===== config.mk =====
export PLATFORM = sky130hd
export DESIGN_NAME = id_stage_pipe
export DESIGN_NICKNAME = d
export VERILOG_FILES = /design/src/rtl/id_stage_pipe.sv
export SDC_FILE = /design/constraint.sdc
export NUM_CORES = 1
export LEC_CHECK = 0
export BUFFER_PORTS_ARGS = -buffer_cell sky130_fd_sc_hd__buf_4
export CAP_MARGIN = 20
export CORE_AREA = 3 3 141 143
export DETAILED_ROUTE_END_ITERATION = 10
export DIE_AREA = 0 0 144 146
export PLACE_DENSITY = 0.65
export SLEW_MARGIN = 20
export SYNTH_ARGS = -nofsm -noshare
export SYNTH_HDL_FRONTEND = slang
export SYNTH_SLANG_ARGS = --single-unit

===== constraint.sdc =====
create_clock -name clk -period 2.8 [get_ports clk]
set_input_delay 0.56 -clock clk [delete_from_list [all_inputs] [get_ports clk]]
set_output_delay 0.56 -clock clk [all_outputs]
set_load 0.03 [all_outputs]

===== src/rtl/id_stage_pipe.sv =====
// Registered, stallable instruction-decode stage with ID/EX register, flush and load-use bubbles.
// Optional performance counters are enabled by defining ID_PERF_CNT_EN.

module controller #(
  parameter int unsigned CTRL_W = 24
) (
  input  logic [6:0]        opcode,
  input  logic [2:0]        funct3,
  input  logic              funct7_5,
  output logic [CTRL_W-1:0] ctrl
);
  // Layout: [2:0] funct3, [3] funct7[5], [4] alu_src, [5] reg_write, [6] mem_write,
  // [7] branch, [8] jal, [9] jalr, [10] lui, [11] auipc, [12] word op, [18:16] imm_sel,
  // [19] mem_to_reg, [20] mem_read, [21] illegal.
  logic [23:0] c;

  always_comb begin
    c        = '0;
    c[2:0]   = funct3;
    c[3]     = funct7_5;
    unique case (opcode)
      7'h03: begin c[4] = 1'b1; c[5] = 1'b1; c[18:16] = 3'd1; c[19] = 1'b1; c[20] = 1'b1; end
      7'h13: begin c[4] = 1'b1; c[5] = 1'b1; c[18:16] = 3'd1; end
      7'h1b: begin c[4] = 1'b1; c[5] = 1'b1; c[12] = 1'b1; c[18:16] = 3'd1; end
      7'h23: begin c[4] = 1'b1; c[6] = 1'b1; c[18:16] = 3'd2; end
      7'h33: begin c[5] = 1'b1; end
      7'h3b: begin c[5] = 1'b1; c[12] = 1'b1; end
      7'h63: begin c[7] = 1'b1; c[18:16] = 3'd3; end
      7'h6f: begin c[5] = 1'b1; c[8] = 1'b1; c[18:16] = 3'd5; end
      7'h67: begin c[4] = 1'b1; c[5] = 1'b1; c[9] = 1'b1; c[18:16] = 3'd1; end
      7'h37: begin c[4] = 1'b1; c[5] = 1'b1; c[10] = 1'b1; c[18:16] = 3'd4; end
      7'h17: begin c[4] = 1'b1; c[5] = 1'b1; c[11] = 1'b1; c[18:16] = 3'd4; end
      default: c[21] = 1'b1;
    endcase
    ctrl = CTRL_W'(c);
  end
endmodule

module imm_gen #(
  parameter int unsigned XLEN = 64
) (
  input  logic [31:7]     inst_hi,
  input  logic [2:0]      sel,
  output logic [XLEN-1:0] imm
);
  logic [31:0] i32;

  // Bit positions below are instruction bit positions (inst_hi[k] = inst[k]).
  always_comb begin
    i32 = '0;
    unique case (sel)
      3'd1: i32 = {{20{inst_hi[31]}}, inst_hi[31:20]};
      3'd2: i32 = {{20{inst_hi[31]}}, inst_hi[31:25], inst_hi[11:7]};
      3'd3: i32 = {{20{inst_hi[31]}}, inst_hi[7], inst_hi[30:25], inst_hi[11:8], 1'b0};
      3'd4: i32 = {inst_hi[31:12], 12'b0};
      3'd5: i32 = {{12{inst_hi[31]}}, inst_hi[19:12], inst_hi[20], inst_hi[30:21], 1'b0};
      default: i32 = '0;
    endcase
    imm = XLEN'(signed'(i32));
  end
endmodule

module id_stage_pipe #(
  parameter int unsigned XLEN         = 64,
  parameter int unsigned CTRL_W       = 24,
  parameter int unsigned MEM_READ_BIT = 20
) (
  input  logic              clk,
  input  logic              rstn,
  input  logic              flush,
  input  logic              in_valid,
  output logic              in_ready,
  input  logic [XLEN-1:0]   in_pc,
  input  logic [31:0]       in_inst,
  output logic              out_valid,
  input  logic              out_ready,
  output logic [XLEN-1:0]   out_pc,
  output logic [31:0]       out_inst,
  output logic [CTRL_W-1:0] out_ctrl,
  output logic [XLEN-1:0]   out_imm,
  output logic [4:0]        out_rd,
  output logic [4:0]        out_rs1,
  output logic [4:0]        out_rs2,
  output logic [31:0]       stall_cnt,
  output logic [31:0]       bubble_cnt
);
  logic [CTRL_W-1:0] dec_ctrl;
  logic [XLEN-1:0]   dec_imm;

  controller #(.CTRL_W(CTRL_W)) u_controller (
    .opcode  (in_inst[6:0]),
    .funct3  (in_inst[14:12]),
    .funct7_5(in_inst[30]),
    .ctrl    (dec_ctrl)
  );

  imm_gen #(.XLEN(XLEN)) u_imm_gen (
    .inst_hi(in_inst[31:7]),
    .sel    (dec_ctrl[18:16]),
    .imm    (dec_imm)
  );

  logic              valid_q, valid_d;
  logic [XLEN-1:0]   pc_q, pc_d;
  logic [31:0]       inst_q, inst_d;
  logic [CTRL_W-1:0] ctrl_q, ctrl_d;
  logic [XLEN-1:0]   imm_q, imm_d;
  logic              hazard, accept;

  // Conservative: rs1/rs2 compared even for formats that do not read them.
  assign hazard = in_valid & valid_q & ctrl_q[MEM_READ_BIT] & (inst_q[11:7] != 5'd0) &
                  ((inst_q[11:7] == in_inst[19:15]) | (inst_q[11:7] == in_inst[24:20]));
  assign in_ready = rstn & ~flush & ~hazard & (~valid_q | out_ready);
  assign accept   = in_valid & in_ready;

  always_comb begin
    valid_d = valid_q;
    pc_d    = pc_q;
    inst_d  = inst_q;
    ctrl_d  = ctrl_q;
    imm_d   = imm_q;
    if (accept) begin
      valid_d = 1'b1;
      pc_d    = in_pc;
      inst_d  = in_inst;
      ctrl_d  = dec_ctrl;
      imm_d   = dec_imm;
    end else if (flush || (out_ready && valid_q)) begin
      valid_d = 1'b0;
      pc_d    = '0;
      inst_d  = '0;
      ctrl_d  = '0;
      imm_d   = '0;
    end
  end

  always_ff @(posedge clk) begin
    if (!rstn) begin
      valid_q <= 1'b0;
      pc_q    <= '0;
      inst_q  <= '0;
      ctrl_q  <= '0;
      imm_q   <= '0;
    end else begin
      valid_q <= valid_d;
      pc_q    <= pc_d;
      inst_q  <= inst_d;
      ctrl_q  <= ctrl_d;
      imm_q   <= imm_d;
    end
  end

  assign out_valid = valid_q;
  assign out_pc    = pc_q;
  assign out_inst  = inst_q;
  assign out_ctrl  = valid_q ? ctrl_q : '0;
  assign out_imm   = imm_q;
  assign out_rd    = inst_q[11:7];
  assign out_rs1   = inst_q[19:15];
  assign out_rs2   = inst_q[24:20];

`ifdef ID_PERF_CNT_EN
  logic [31:0] stall_q, bubble_q;
  logic        bubble_ins;

  assign bubble_ins = hazard & out_ready & ~flush;

  always_ff @(posedge clk) begin
    if (!rstn) begin
      stall_q  <= '0;
      bubble_q <= '0;
    end else begin
      if (in_valid && !in_ready) stall_q <= stall_q + 32'd1;
      if (bubble_ins) bubble_q <= bubble_q + 32'd1;
    end
  end

  assign stall_cnt  = stall_q;
  assign bubble_cnt = bubble_q;
`else
  assign stall_cnt  = '0;
  assign bubble_cnt = '0;
`endif

endmodule


== Yosys cells after proc, flatten, opt, wreduce, memory -nomap -nowiden ==
Index checks and enable logic that the tools add are counted.

* $mul: 0
* Divide/modulo/power cells: 0
* $add $sub $neg: 0
* Bitwise logic cells: 13
* Reduce and logical (&&, ||, !) cells: 10
* Equality and inequality tests: 18
* Magnitude comparators: 0
* Mux-type cells: 23
* Shift-type cells: 0

{| class="wikitable"
|+ Operators by type and width
! cell !! number
|-
| 64-bit 2-to-1 mux || 3
|-
| 32-bit one-hot mux with 5 select lines || 1
|-
| 22-bit 2-to-1 mux || 3
|-
| 32-bit 2-to-1 mux || 2
|-
| 7-bit by 6-bit equality test with 1-bit output (second input constant) || 4
|-
| 7-bit by 5-bit equality test with 1-bit output (second input constant) || 3
|-
| 7-bit equality test (second input constant) || 3
|-
| 3-bit one-hot mux with 5 select lines || 1
|-
| 1-bit 2-to-1 mux || 12
|-
| 11-bit OR reduction || 1
|-
| 5-bit equality test || 2
|-
| 9-bit OR reduction || 1
|-
| 1-bit bitwise AND || 8
|-
| 7-bit by 2-bit equality test with 1-bit output (second input constant) || 1
|-
| 7-bit OR reduction || 1
|-
| 3-bit by 2-bit equality test with 1-bit output (second input constant) || 2
|-
| 3-bit equality test (second input constant) || 2
|-
| 5-bit nonzero test || 1
|-
| 2-bit OR reduction || 2
|-
| 4-bit OR reduction || 1
|-
| 3-bit by 1-bit equality test with 1-bit output (second input constant) || 1
|-
| 1-bit NOT || 3
|-
| 2-bit 2-to-1 mux || 1
|-
| 1-bit bitwise OR || 2
|-
| other kinds (3) || 3
|}

* Register bits: 180
* Bits of input ports: 101
* Memories kept: 0
* RAM bits: 0
* Latch bits: 0
* ROM bits: 0
* Output and inout port bits: 265

== Longest topological paths before layout ==
* Depth in word-level cells: 9
* Mapped depth: 8
* Gate-level depth less buffers: 5

== Hierarchy ==
From an unflattened synthesis, not the netlist that was laid out.

* Cell total of the unflattened synthesis: 1346
* Area, all modules: 10383.7 µm²

{| class="wikitable"
|+ Modules (own cells, without submodules)
! module !! area each (µm²) !! times used !! cells each
|-
| id_stage_pipe || 9409.0 || 1 || 1195
|-
| imm_gen || 630.6 || 1 || 98
|-
| controller || 344.1 || 1 || 53
|}

== Least setup slack after synthesis ==
No wires, ideal clock.

* Kind: reg-to-output
* Start point: register inst_q[9], in the netlist out_inst[9]
* End point: output in_ready
* Path slack: 0.282 ns
* Buffers on the path: 0
* Cell stages (with the launch flop): 5
* Data arrival time: 1.958 ns
* Data required time: 2.240 ns
* Cells stage by stage: dfxtp_1 -> or4_1 -> o21ai_2 -> nor2_1 -> a21boi_0

* Cells in the longest elaborated chain, start to end: 6
* Elaborated cells on any way between the ends: 9
* Classes of those cells: eq/ne: 2; bitwise: 6; reduce/logical: 1

{| class="wikitable"
|+ Ends and longest elaborated chain
! what !! line !! source
|-
| start, declared || 105 || <nowiki>logic [31:0] inst_q, inst_d;</nowiki>
|-
| start signal, assigned || 147 || <nowiki>inst_q <= inst_d;</nowiki>
|-
| 5-bit equality test / 5-bit nonzero test (equally long branches) || 112, 111 ||
|-
| 1-bit bitwise OR / 1-bit bitwise AND (equally long branches) || 112, 111 ||
|-
| 1-bit bitwise AND * || 111 || <nowiki>assign hazard = in_valid & valid_q & ctrl_q[MEM_READ_BIT] & (inst_q[11:7] != 5'd0) &</nowiki>
|-
| 1-bit NOT * || 113 || <nowiki>assign in_ready = rstn & ~flush & ~hazard & (~valid_q | out_ready);</nowiki>
|-
| 1-bit bitwise AND * (2 in a row) || 113 ||
|-
| end, declared || 72 || <nowiki>output logic in_ready,</nowiki>
|}

Every way passes the cells marked *; elsewhere a longest branch is shown, timed or not.

== Final worst setup path ==
Same ends and word-level chain as after synthesis.

==> flow_summary.toml <==
[outcome]
status = "finished, final reports clean"

[cells_and_area]
fillers = 1791
nets = 947
multiInputGateArea_um2 = 2510
area_growth_pct = 39.3
drive_gt1_share_pct = 43.1
register_area_um2 = 2870
diodes = 0
post-route-util_pct = 46.7

[yosys]
synth.distinct_cells = 41
synth-edff-count = 0
synth_seq_area_share_pct = 45.6
synth_top_cell_by_area = "dfxtp_1"
syn_inst = 609
netlist.area_leader.share_pct = 45.6
syn-cell-area_um2 = 6280
synthesis.yosys.warnings = 0
synth_area_leaders = "dfxtp_1, buf_4, a22o_1"
post-synth-top-count-cell = "dfxtp_1"
synth_common_cells = "dfxtp_1, buf_4, a22o_1"
synthFlopType = "dfxtp_1"
avgSynthCellArea_um2 = 10.3
synth-seq-cells = 143
synthArstFlopShare_pct = 0

[drt]
wire_per_inst_um = 18.6
drc = 0
vias_per_cell = 4.87
num_vias = 5323
ant_nets = 0
wl_mm = 20.4
dr.pass1.iters = 4
drt_iter0_drc = 247

[floorplanning]
io_pins = 366
die-area_um2 = 21000
die_h_um = 146
die_w_um = 144
num_rows = 50
initial_core_util_pct = 33.6
coreArea_um2 = 18700

[power_and_ir_drop]
p_clk_share_pct = 44.4
power.leakage_nw = 4.13
intPower_mw = 3.75
peakVddDrop_mv = 0.437
power.switching_mw = 1.43
power_frac_seq_pct = 41.1
power_frac_comb_pct = 14.5
swShare_pct = 27.6
p_per_area_nw_per_um2 = 593

[global_routing]
grt_max_degree = 59
gr-usage-all-layers_pct = 18.5
antenna_found_initial = 0
grt_pass1_wl_mm = 30.2
overflow = 0
grt_pass1_vias = 5159

[worst_hold_path]
min_path_cells = 2
hold_start = "in_pc[31]"
hold_class = "primary input to register"
holdPathEnd = "out_pc[31]$_SDFFE_PN0P_"

[cts]
post_cts_buffers = 0
htree_levels = 4
clk_pin_slew_ns = 0.06
cts_hold_buf = 0
clk_latency_ns = 0.42
cts_tree = "built"
ctsRootBufferMaster = "clkbuf_16"
clock-sinks = 143
cts.path.max_buffers = 2
cts_buffers = 17

[timing]
finalSetupViolCount = 0
period_minus_slack_ns = 2.71
slew_headroom_pct = 39.7
hold_ws_ns = 0.348
tns_ns = 0
slew_viol_final = 0
rsz0062_at_grt = "no"
finClkSkew_ns = 0.0127
fmax_mhz = 370
hold_viol = 0
tightest_slew_ns = 0.901
finalCritPeriodShare_pct = 96.6

[setup_path]
r2r_cells = 5
critPathMaxFanout = 6
cp.arrival_ns = 2.15
crit_required_ns = 2.24
r2r_slack_ns = 0.73
crit_type = "register to output port"
r2r_start = "out_inst[9]$_SDFFE_PN0P_"
startpoint_type = "register"
cp-end-kind = "output port"
reg2reg_to = "out_imm[18]$_SDFFE_PN0P_"

[placed_design]
gp_congestion = 0.790
dp_hpwl_mm = 15.3
port_buffers = 296

[flow_run]
max-cap-violations = 0
-- cells by family after synthesis --
kind of cell	Yosys count	share of synthesized area, %
other	1	0.0597
xor gates and xnor gates	10	1.39
muxes	5	0.817
buffers and inverters	172	18.7
and+or+nand+nor	94	7.43
DFF	143	45.6
AOI/OAI and AO/OA	184	26.0
-- registers in the layout (all words and copies together) (netlist names) --
signal / flops
ctrl_q: 14
out_valid: 1
out_pc: 64
out_imm: 32
out_inst: 32
-- metal layers --
layer	part of all wire [%]	global-route usage (%)	up-vias	wire length (um)
met5	0	0	-	0
met4	0.99	4.33	0	201
met3	8.0	5.82	16	1640
met2	49	31.3	239	9930
met1	42	23.0	2560	8620
li1	-	-	2508	-
-- worst max path at each step --
stage / startpoint / endpoint / slack (ns)
CTS: out_inst[9]$_SDFFE_PN0P_ / in_ready / 0.02
floorplan: out_inst[9]$_SDFFE_PN0P_ / in_ready / 0.28
global route: out_inst[9]$_SDFFE_PN0P_ / in_ready / 0.02
global placement: in_inst[23] / in_ready / 0.32
finish: out_inst[9]$_SDFFE_PN0P_ / in_ready / 0.09
detailed placement: in_inst[23] / in_ready / 0.36
-- area by class of cell --
class	instances	share of cell area [%]
timing repair buffer	319	28.1
sequential	143	32.8
multi-input combinational	362	28.7
tap	234	3.35
clock buffer	21	5.38
clock inverter	11	1.47
inverter	3	0.129
-- placed cells by master (no fill, tap or decap), drive strengths merged, types with 11 or more instances in the layout --
cell type,synthesis,layout
conb,1,69
clkbuf,24,21
a22o,103,103
o21ai,13,13
a32oi,11,11
buf,145,319
dfxtp,143,143
and2,21,21
o41ai,16,16
a32o,20,20
nand2,38,38
-- power groups by stage --
stage / Combinational, mW / Sequential [mW] / Clock, mW
3_3_place_gp: 0.749 / 2.18 / 0
6_report: 0.752 / 2.13 / 2.30
4_1_cts: 0.754 / 2.13 / 2.35
5_1_grt: 0.800 / 2.14 / 2.43
2_1_floorplan: 0.435 / 2.27 / 0
3_5_place_dp: 0.754 / 2.17 / 0
-- metrics by stage --
stage	area (um^2)	setup WS (ns)	cells	total power, mW
2_1_floorplan	6530	0.282	677	2.70
3_3_place_gp	8140	0.323	1061	2.93
3_5_place_dp	8140	0.362	1061	2.93
4_1_cts	8740	0.0163	1093	5.23
5_1_grt	8740	0.0156	1093	5.36
6_report	8740	0.0946	1093	5.18
-- critical path, stage by stage, from the launching register on --
cell and delay [ns]:
dfxtp_2 0.38, or4_1 0.54, o21ai_2 0.20, nor2_1 0.06, a21boi_0 0.31, buf_4 0.23
-- timing repair --
| item | CTS | global route |
|---|---|---|
| endpoints found under the hold margin | 0 | 0 |
| gates resized for setup | 1 | 4 |
| setup endpoints to repair | 1 | 1 |
(Power assumes the default switching activity.)
